[config.mk]
export PLATFORM = sky130hd
export DESIGN_NAME = sysid_check_master
export DESIGN_NICKNAME = d
export VERILOG_FILES = /design/src/rtl/sysid_check_master.sv
export SDC_FILE = /design/constraint.sdc
export NUM_CORES = 1
export LEC_CHECK = 0
export BUFFER_PORTS_ARGS = -buffer_cell sky130_fd_sc_hd__buf_2
export CAP_MARGIN = 20
export CORE_MARGIN = 2
export CORE_UTILIZATION = 51
export CTS_CLUSTER_DIAMETER = 60
export CTS_CLUSTER_SIZE = 8
export DETAILED_ROUTE_END_ITERATION = 8
export GPL_TIMING_DRIVEN = 0
export PLACE_DENSITY = 0.84
export REMOVE_ABC_BUFFERS = 1
export SLEW_MARGIN = 20
export SYNTH_ARGS = -nofsm -noshare
export SYNTH_HDL_FRONTEND = slang
export SYNTH_SLANG_ARGS = --single-unit
[constraint.sdc]
create_clock -name clock -period 2.7 [get_ports clock]
set_clock_uncertainty 0.05 [all_clocks]
set_input_delay 0.405 -clock clock [delete_from_list [all_inputs] [get_ports clock]]
set_output_delay 0.405 -clock clock [all_outputs]
set_load 0.03 [all_outputs]
[src/rtl/sysid_check_master.sv]
// -----------------------------------------------------------------------------
// sysid_check_master
//
// Avalon-MM read master that reads the two words of a system-ID slave
// (word 0 = system ID, word 1 = build timestamp), compares them with the
// expected values and publishes the captured words plus pass/fail/timeout
// status. A bring-up test or a status LED can gate on `pass` before software
// is allowed to run.
//
// Ports
//   clock            system clock, all logic on the rising edge
//   reset            synchronous, active-high reset
//   start            single-cycle request to run a check (ignored while busy)
//   avm_address      word select: 0 = ID, 1 = timestamp
//   avm_read         Avalon read strobe
//   avm_waitrequest  slave stall (tie 0 for slaves without stall)
//   avm_readdata     slave read data
//   busy             check in progress
//   done             level, high from completion until next start or reset
//   pass             id_ok & ts_ok & ~timeout, valid while done
//   id_ok / ts_ok    captured word equals its expected value
//   timeout          a read saw TIMEOUT_CYCLES consecutive stall cycles
//   id_value         captured word 0
//   ts_value         captured word 1
// -----------------------------------------------------------------------------
module sysid_check_master #(
  parameter logic [31:0] EXPECTED_ID        = 32'd0,
  parameter logic [31:0] EXPECTED_TIMESTAMP = 32'd1710942803,
  parameter int unsigned READ_LATENCY       = 0,   // legal 0..3
  parameter int unsigned TIMEOUT_CYCLES     = 16,  // legal 1..255
  parameter bit          AUTO_START         = 1'b1
) (
  input  logic        clock,
  input  logic        reset,
  input  logic        start,
  output logic        avm_address,
  output logic        avm_read,
  input  logic        avm_waitrequest,
  input  logic [31:0] avm_readdata,
  output logic        busy,
  output logic        done,
  output logic        pass,
  output logic        id_ok,
  output logic        ts_ok,
  output logic        timeout,
  output logic [31:0] id_value,
  output logic [31:0] ts_value
);

  typedef enum logic [2:0] {
    S_IDLE,
    S_REQ_ID,
    S_LAT_ID,
    S_REQ_TS,
    S_LAT_TS,
    S_DONE
  } state_e;

  // Last stall count before the read is abandoned, and the latency counter
  // load value (data is sampled when the counter is already at zero, hence -1).
  localparam logic [7:0] WAIT_LAST = 8'(TIMEOUT_CYCLES - 1);
  localparam logic [1:0] LAT_LOAD  = 2'((READ_LATENCY == 0) ? 0 : READ_LATENCY - 1);
  localparam bit         ZERO_LAT  = (READ_LATENCY == 0);

  state_e      state_q, state_d;
  logic        auto_q, auto_d;        // one-shot "start after reset" request
  logic [1:0]  lat_cnt_q, lat_cnt_d;
  logic [7:0]  wait_cnt_q, wait_cnt_d;
  logic        busy_q, busy_d;
  logic        done_q, done_d;
  logic        pass_q, pass_d;
  logic        id_ok_q, id_ok_d;
  logic        ts_ok_q, ts_ok_d;
  logic        timeout_q, timeout_d;
  logic [31:0] id_value_q, id_value_d;
  logic [31:0] ts_value_q, ts_value_d;

  logic launch;   // begin a new check this edge
  logic finish;   // timestamp captured this edge
  logic to_hit;   // stall limit reached this edge

  // NOTE: every signal written here gets a default before the case statement,
  // so no path leaves a value unassigned and no latch is inferred.
  always_comb begin
    state_d    = state_q;
    auto_d     = auto_q;
    lat_cnt_d  = lat_cnt_q;
    wait_cnt_d = wait_cnt_q;
    busy_d     = busy_q;
    done_d     = done_q;
    pass_d     = pass_q;
    id_ok_d    = id_ok_q;
    ts_ok_d    = ts_ok_q;
    timeout_d  = timeout_q;
    id_value_d = id_value_q;
    ts_value_d = ts_value_q;
    launch     = 1'b0;
    finish     = 1'b0;
    to_hit     = 1'b0;

    unique case (state_q)
      S_IDLE: begin
        if (start || auto_q) launch = 1'b1;
      end

      S_REQ_ID: begin
        if (avm_waitrequest) begin
          if (wait_cnt_q == WAIT_LAST) to_hit = 1'b1;
          else                         wait_cnt_d = wait_cnt_q + 8'd1;
        end else begin
          wait_cnt_d = '0;
          if (ZERO_LAT) begin
            id_value_d = avm_readdata;
            state_d    = S_REQ_TS;
          end else begin
            lat_cnt_d = LAT_LOAD;
            state_d   = S_LAT_ID;
          end
        end
      end

      S_LAT_ID: begin
        if (lat_cnt_q == 2'd0) begin
          id_value_d = avm_readdata;
          state_d    = S_REQ_TS;
        end else begin
          lat_cnt_d = lat_cnt_q - 2'd1;
        end
      end

      S_REQ_TS: begin
        if (avm_waitrequest) begin
          if (wait_cnt_q == WAIT_LAST) to_hit = 1'b1;
          else                         wait_cnt_d = wait_cnt_q + 8'd1;
        end else begin
          wait_cnt_d = '0;
          if (ZERO_LAT) begin
            ts_value_d = avm_readdata;
            finish     = 1'b1;
          end else begin
            lat_cnt_d = LAT_LOAD;
            state_d   = S_LAT_TS;
          end
        end
      end

      S_LAT_TS: begin
        if (lat_cnt_q == 2'd0) begin
          ts_value_d = avm_readdata;
          finish     = 1'b1;
        end else begin
          lat_cnt_d = lat_cnt_q - 2'd1;
        end
      end

      S_DONE: begin
        if (start) launch = 1'b1;
      end

      default: state_d = S_IDLE;
    endcase

    // A new check clears all published results on the same edge.
    if (launch) begin
      state_d    = S_REQ_ID;
      auto_d     = 1'b0;
      busy_d     = 1'b1;
      done_d     = 1'b0;
      pass_d     = 1'b0;
      id_ok_d    = 1'b0;
      ts_ok_d    = 1'b0;
      timeout_d  = 1'b0;
      id_value_d = '0;
      ts_value_d = '0;
      wait_cnt_d = '0;
      lat_cnt_d  = '0;
    end

    // Verdict is registered together with the final capture (or the abort),
    // so the *_d capture values are the ones compared. An abandoned read
    // leaves the unread word at 0 and forces both ok flags low.
    if (finish || to_hit) begin
      state_d    = S_DONE;
      busy_d     = 1'b0;
      done_d     = 1'b1;
      timeout_d  = to_hit;
      wait_cnt_d = '0;
      id_ok_d    = !to_hit && (id_value_d == EXPECTED_ID);
      ts_ok_d    = !to_hit && (ts_value_d == EXPECTED_TIMESTAMP);
      pass_d     = id_ok_d && ts_ok_d;
    end
  end

  // NOTE: state is updated only with non-blocking assignments so every
  // register samples the pre-edge values of the others, as real flops do.
  always_ff @(posedge clock) begin
    if (reset) begin
      state_q    <= S_IDLE;
      auto_q     <= AUTO_START;
      lat_cnt_q  <= '0;
      wait_cnt_q <= '0;
      busy_q     <= 1'b0;
      done_q     <= 1'b0;
      pass_q     <= 1'b0;
      id_ok_q    <= 1'b0;
      ts_ok_q    <= 1'b0;
      timeout_q  <= 1'b0;
      id_value_q <= '0;
      ts_value_q <= '0;
    end else begin
      state_q    <= state_d;
      auto_q     <= auto_d;
      lat_cnt_q  <= lat_cnt_d;
      wait_cnt_q <= wait_cnt_d;
      busy_q     <= busy_d;
      done_q     <= done_d;
      pass_q     <= pass_d;
      id_ok_q    <= id_ok_d;
      ts_ok_q    <= ts_ok_d;
      timeout_q  <= timeout_d;
      id_value_q <= id_value_d;
      ts_value_q <= ts_value_d;
    end
  end

  // Bus strobes are a pure decode of the registered state, so they are
  // glitch-free and stay stable for as long as the slave stalls.
  assign avm_read    = (state_q == S_REQ_ID) || (state_q == S_REQ_TS);
  assign avm_address = (state_q == S_REQ_TS) || (state_q == S_LAT_TS);

  assign busy     = busy_q;
  assign done     = done_q;
  assign pass     = pass_q;
  assign id_ok    = id_ok_q;
  assign ts_ok    = ts_ok_q;
  assign timeout  = timeout_q;
  assign id_value = id_value_q;
  assign ts_value = ts_value_q;

endmodule

Yosys cells after proc, flatten, opt, wreduce, memory -nomap -nowiden
Index checks and enable logic that the tools add are counted.
{"block": "totals", "register_bits": 84, "inputBits": 36, "output_inout_bits": 72, "wordCells": 82}
{"block": "classes", "n_addsub": 2, "eq_ne": 13, "muxes": 30, "bitwise": 2, "n_reduce_logical": 22}
{"op": "2-to-1 mux 32 bit", "count": 6}
{"op": "one-hot mux 32 bit (2 select lines)", "count": 2}
{"op": "== test 32 x 31 -> 1 bit (second input constant)", "count": 1}
{"op": "logical NOT 32 bit", "count": 1}
{"op": "2-to-1 mux 8 bit", "count": 2}
{"op": "2-to-1 mux 1 bit", "count": 13}
{"op": "2-to-1 mux 3 bit", "count": 4}
{"op": "one-hot mux 3 bit (3 select lines)", "count": 1}
{"op": "adder 8 x 1 -> 8 bit (second input constant)", "count": 1}
{"op": "== test 8 x 4 -> 1 bit (second input constant)", "count": 1}
{"op": "!= test 4 bit (second input constant)", "count": 2}
{"op": "OR reduction 2 bit", "count": 4}
{"op": "== test 3 x 2 -> 1 bit (second input constant)", "count": 2}
{"op": "== test 3 bit (second input constant)", "count": 2}
{"op": "!= test 2 bit (second input constant)", "count": 3}
{"op": "AND reduction 3 bit", "count": 2}
{"op": "logical OR 1 bit", "count": 4}
{"op": "one-hot mux 1 bit (2 select lines)", "count": 2}
{"op": "AND reduction 2 bit", "count": 2}
{"op": "OR reduction 4 bit", "count": 1}
{"op": "== test 3 x 1 -> 1 bit (second input constant)", "count": 1}
{"op": "logical AND 1 bit", "count": 3}
{"op": "logical NOT 3 bit", "count": 1}
{"op": "!= test 3 x 1 -> 1 bit (second input constant)", "count": 1}
{"op": "6 further kinds", "count": 7}

Depth between registers and ports, before layout
{"block": "logic_depth", "ltp_word": 8, "mapped_depth": 8, "mapped_depth_nobuf": 8}

Worst setup path before layout
OpenSTA, ideal clock, no wires.
{"block": "synth_timing", "path_type": "register to register", "start": "reg lat_cnt_q[0]", "end": "reg pass_q (netlist: pass)", "setup_time_ns": 0.060, "arrival_time_ns": 1.885, "t_required_ns": 2.590, "slack_ns": 0.706, "path_stages_with_launch": 8, "n_path_buf": 0, "period_less_slack_ns": 1.994, "path_cell_list": "dfxtp_1 -> inv_1 -> ha_1 -> a31oi_2 -> or3_1 -> a221o_1 -> a211oi_2 -> a22o_1"}
{"block": "synth_between", "elab_chain_cells": 8, "word_cells_on_any_way": 17, "classes_between": "1 x eq/ne; 9 x mux; 7 x reduce/logical"}
{"element": "from (decl)", "line": "67", "text": "logic [1:0] lat_cnt_q, lat_cnt_d;"}
{"element": "from (signal assigned)", "line": "213", "text": "lat_cnt_q <= lat_cnt_d;"}
{"element": "logical NOT 2 bit *", "line": "123, 148"}
{"element": "2-to-1 mux 32 bit (on tied branches)", "line": "148, 123"}
{"element": "one-hot mux 32 bit (2 select lines)", "line": "101", "text": "unique case (state_q)"}
{"element": "2-to-1 mux 32 bit", "line": "164", "text": "if (launch) begin"}
{"element": "== test 32 x 31 -> 1 bit / logical NOT 32 bit (equally long branches)", "line": "189, 188"}
{"element": "logical AND 1 bit (on tied branches)", "line": "189, 188"}
{"element": "logical AND 1 bit", "line": "190", "text": "pass_d = id_ok_d && ts_ok_d;"}
{"element": "2-to-1 mux 1 bit", "line": "182", "text": "if (finish || to_hit) begin"}
{"element": "to (signal assigned)", "line": "217", "text": "pass_q <= pass_d;"}
{"element": "to (decl)", "line": "71", "text": "logic pass_q, pass_d;"}
Mark *: on every way between the ends. The rest lies on a longest branch, timed or not.
A chain may end at the register's enable or synchronous reset.

Worst setup path after layout
{"block": "layout_timing", "start": "reg state_q[1]", "end": "reg ts_ok_q (netlist: ts_ok)"}
{"block": "layout_between", "elab_chain_cells": 6, "word_cells_on_any_way": 17, "classes_between": "5 x eq/ne; 6 x mux; 6 x reduce/logical"}
{"element": "from (decl)", "line": "65", "text": "state_e state_q, state_d;"}
{"element": "from (signal assigned)", "line": "211", "text": "state_q <= state_d;"}
{"element": "== test 3 bit (tied with other cells)", "line": "101"}
{"element": "one-hot mux 32 bit (2 select lines) (tied with other cells)", "line": "101"}
{"element": "2-to-1 mux 32 bit / 2-to-1 mux 1 bit (equally long branches)"}
{"element": "== test 32 x 31 -> 1 bit / logical NOT 1 bit (equally long branches)", "line": "189", "text": "ts_ok_d = !to_hit && (ts_value_d == EXPECTED_TIMESTAMP);"}
{"element": "logical AND 1 bit", "line": "189"}
{"element": "2-to-1 mux 1 bit", "line": "182"}
{"element": "to (signal assigned)", "line": "219", "text": "ts_ok_q <= ts_ok_d;"}
{"element": "to (decl)", "line": "73", "text": "logic ts_ok_q, ts_ok_d;"}
Several ways; a longest one is shown, not always the timed one.

==> impl_results.md <==
- Placed Instance Area: 4300 µm²
- Async SR Flop Fraction: 0%
- Root buf cell: clkbuf_8
- Initial Utilization: 52.9%
- CTS clk-pin slew, worst paths: 80 ps
- Post-place setup slack: -250 ps
- Synth Flop Type: dfxtp_1
- Total power: 2.76 mW
- Worst EP required: 2940 ps
- Worst path max stage delay: 630 ps
- Pwr/cell area: 599 nW/µm²
- Arr. time, crit path: 2850 ps
- Synth Warn #: 0
- Max_cap viols: 0
- Critical Path, Cell by Cell: nor4bb_4, a21oi_4, buf_16, o41ai_1, and4_1, a22o_1
- Share of post-route cells with drive strength above 1: 30.4%
- CTS tree: done
- Leak: 2.37 nW
- Chip height: 87.9 µm
- Post-layout util: 67.9%
- Tightest Pin Transition: 804 ps
- Largest net degree at the start of global routing: 35
- Number of remaining DRC errors: 0
- Die W: 87.9 µm
- Multi-input gate area: 1910 µm²
- Most frequent cells in the layout: 107 x buf_2, 85 x nor2_1, 81 x dfxtp_1
- Post-synth EDFFs: 0
- Nets: 528
- Post-synthesis cell area: 3590 µm²
- Detail Route Antenna Nets: 0
- Clock Path Buffers: 2
- Per-cell routed wire length: 17.1 µm
- Die area: 7730 µm²
- Ports: 108
- Overall Global Routing Usage: 25.1%
- Crit path capture type: flip-flop
- RSZ-0062 raised after global routing: no
- Sink Count: 84
- Hold Vio Cnt, Final: 0
- Hold/Removal Path Class: primary input to flip-flop
- Placeable Area: 6790 µm²
- Synth cell types: 47
- Synth Area per Inst: 9.50 µm²
- Slew HR: 46.4%
- CP max FO: 17
- Crit path buf inv count: 1
- First-pass GRT wire length: 14,900 µm
- Commonest non-fill, non-tap cell in the layout: buf_2
- PnR worst setup slack: 88.0 ps
- Max Slew Vio Count: 0
- Design area: 4610 µm²
- Final setup viols: 0
- Vias in the first global route: 2,999
- Hold_buf cts: 0
- Seq/Total Area, Yosys: 46.8%
- WL final: 10,100 µm
- Worst skew pair latency: 350 ps
- Seq cells post-synth: 84
- Crit path max-delay cell type: o41ai_1
- Worst IR Drop VDD: 0.000425 V
- Register area: 1690 µm²
- Status: finished clean
- H-tree depth: 3
- Initial antenna violation count: 0
- Placed Instances: 566
- Period utilisation layout: 96.7%
- Via count: 3,295
- Largest delay share family, worst path: compound AO/OA/AOI/OAI gates
- First DRT Iteration DRCs: 162
- Final HPWL DP: 6950 µm
- Port Buffers: 107
- Vias per inst: 5.58
- CTS Buf Count: 9
- Post-layout minimum cycle time: 2610 ps
- Fmax: 383 MHz
- Ant diodes: 0
- Critical Setup Path Class: flip-flop to flip-flop
- Startpoint Class: flip-flop
- Post-Layout Cell Count: 590
- Drt first pass iters: 5
- Area growth from synthesis to layout: 28.5%
- Fillers: 527
- Cell row count: 30
- GRT overflow: 0
- Cell count after synthesis: 378
- GP Congestion: 0.864
==> report_power, final <==
group	internal [mW]	switching, mW
logic	0.210	0.320
registers	1.28	0.0436
clock network	0.476	0.439
==> per-stage QoR <==
stage	TNS, ps	hold WS [ps]
4_1_cts	0	276
5_1_grt	0	282
2_1_floorplan	-54680	377
3_5_place_dp	-1070	393
3_3_place_gp	-157530	385
6_report	0	283
==> synth_stat cells, types with 2 or more instances <==
| cell type | number | area share, % |
|---|---|---|
| a21o_1 | 4 | 0.84 |
| a21oi_1 | 9 | 1.3 |
| a22o_1 | 2 | 0.49 |
| a31oi_1 | 4 | 0.70 |
| and3_1 | 4 | 0.70 |
| buf_1 | 5 | 0.52 |
| buf_2 | 9 | 1.3 |
| clkbuf_1 | 5 | 0.52 |
| dfxtp_1 | 84 | 47 |
| ha_1 | 3 | 1.0 |
| inv_1 | 5 | 0.52 |
| mux2i_1 | 67 | 19 |
| nand2_1 | 8 | 0.84 |
| nand2b_1 | 2 | 0.35 |
| nand3_1 | 6 | 0.84 |
| nand4_1 | 9 | 1.6 |
| nand4b_1 | 2 | 0.49 |
| nor2_1 | 85 | 8.9 |
| nor2b_1 | 3 | 0.52 |
| nor3_1 | 9 | 1.3 |
| nor3b_1 | 2 | 0.42 |
| nor4_1 | 13 | 2.3 |
| nor4b_1 | 5 | 1.2 |
| o21ai_0 | 2 | 0.28 |
| or4b_2 | 2 | 0.56 |
| xnor2_1 | 4 | 0.98 |
| xor2_1 | 5 | 1.2 |
==> worst min-delay path, cell delays in order <==
cell and delay, ps:
buf_2 100, mux2i_1 60, nor2_1 80
==> routing by layer <==
| layer | routed length, µm | global-route usage, % | share of wire (%) |
|---|---|---|---|
| met1 | 4100 | 32.0 | 41 |
| met2 | 5050 | 41.5 | 50 |
| met3 | 755 | 6.31 | 7.5 |
| met4 | 188 | 8.53 | 1.9 |
| met5 | 0 | 0 | 0 |
==> final timing paths <==
| path | start | depth (start not counted) | slack, ps | to |
|---|---|---|---|---|
| max reg2reg | state_q[1]$_SDFFE_PP0P_ | 6 | 90 | ts_ok$_SDFFE_PP0P_ |
| min | avm_readdata[25] | 3 | 280 | id_value[25]$_SDFF_PP0_ |
| max | state_q[1]$_SDFFE_PP0P_ | 6 | 90 | ts_ok$_SDFFE_PP0P_ |
| min reg2reg | id_ok$_SDFFE_PP0P_ | 1 | 410 | id_ok$_SDFFE_PP0P_ |
==> cells by family after synthesis <==
group	count (synthesis)	synth area share, %
and+or+nand+nor	159	22.1
DFF	84	46.8
muxes	68	19.0
AOI/OAI and AO/OA	31	6.06
buffers and inverters	24	2.82
xor gates and xnor gates	9	2.19
adders and majority gates	3	1.05
==> cell type report <==
class,count,share of cell area [%]
inverters,5,0.407
clock buffers,12,3.36
well taps,96,2.60
repair buffers,118,14.7
clock inverters,4,1.03
flip-flops and latches,84,36.5
multi-input cells,271,41.4
==> repair_timing <==
| action | 4_1_cts | 5_1_grt |
|---|---|---|
| endpoints found under the setup margin | 10 | 10 |
| gates cloned | 0 | 1 |
| pin swaps | 0 | 2 |
| buffers inserted | 0 | 7 |
| gates resized for setup | 7 | 2 |
==> flip-flops by register name, indices dropped and copies added (netlist names) <==
register	count
pass	1
done	1
ts_value	32
id_ok	1
wait_cnt_q	8
auto_q	1
state_q	3
id_value	32
timeout	1
busy	1
lat_cnt_q	2
ts_ok	1
No activity file was read; power rests on OpenSTA's default activity.
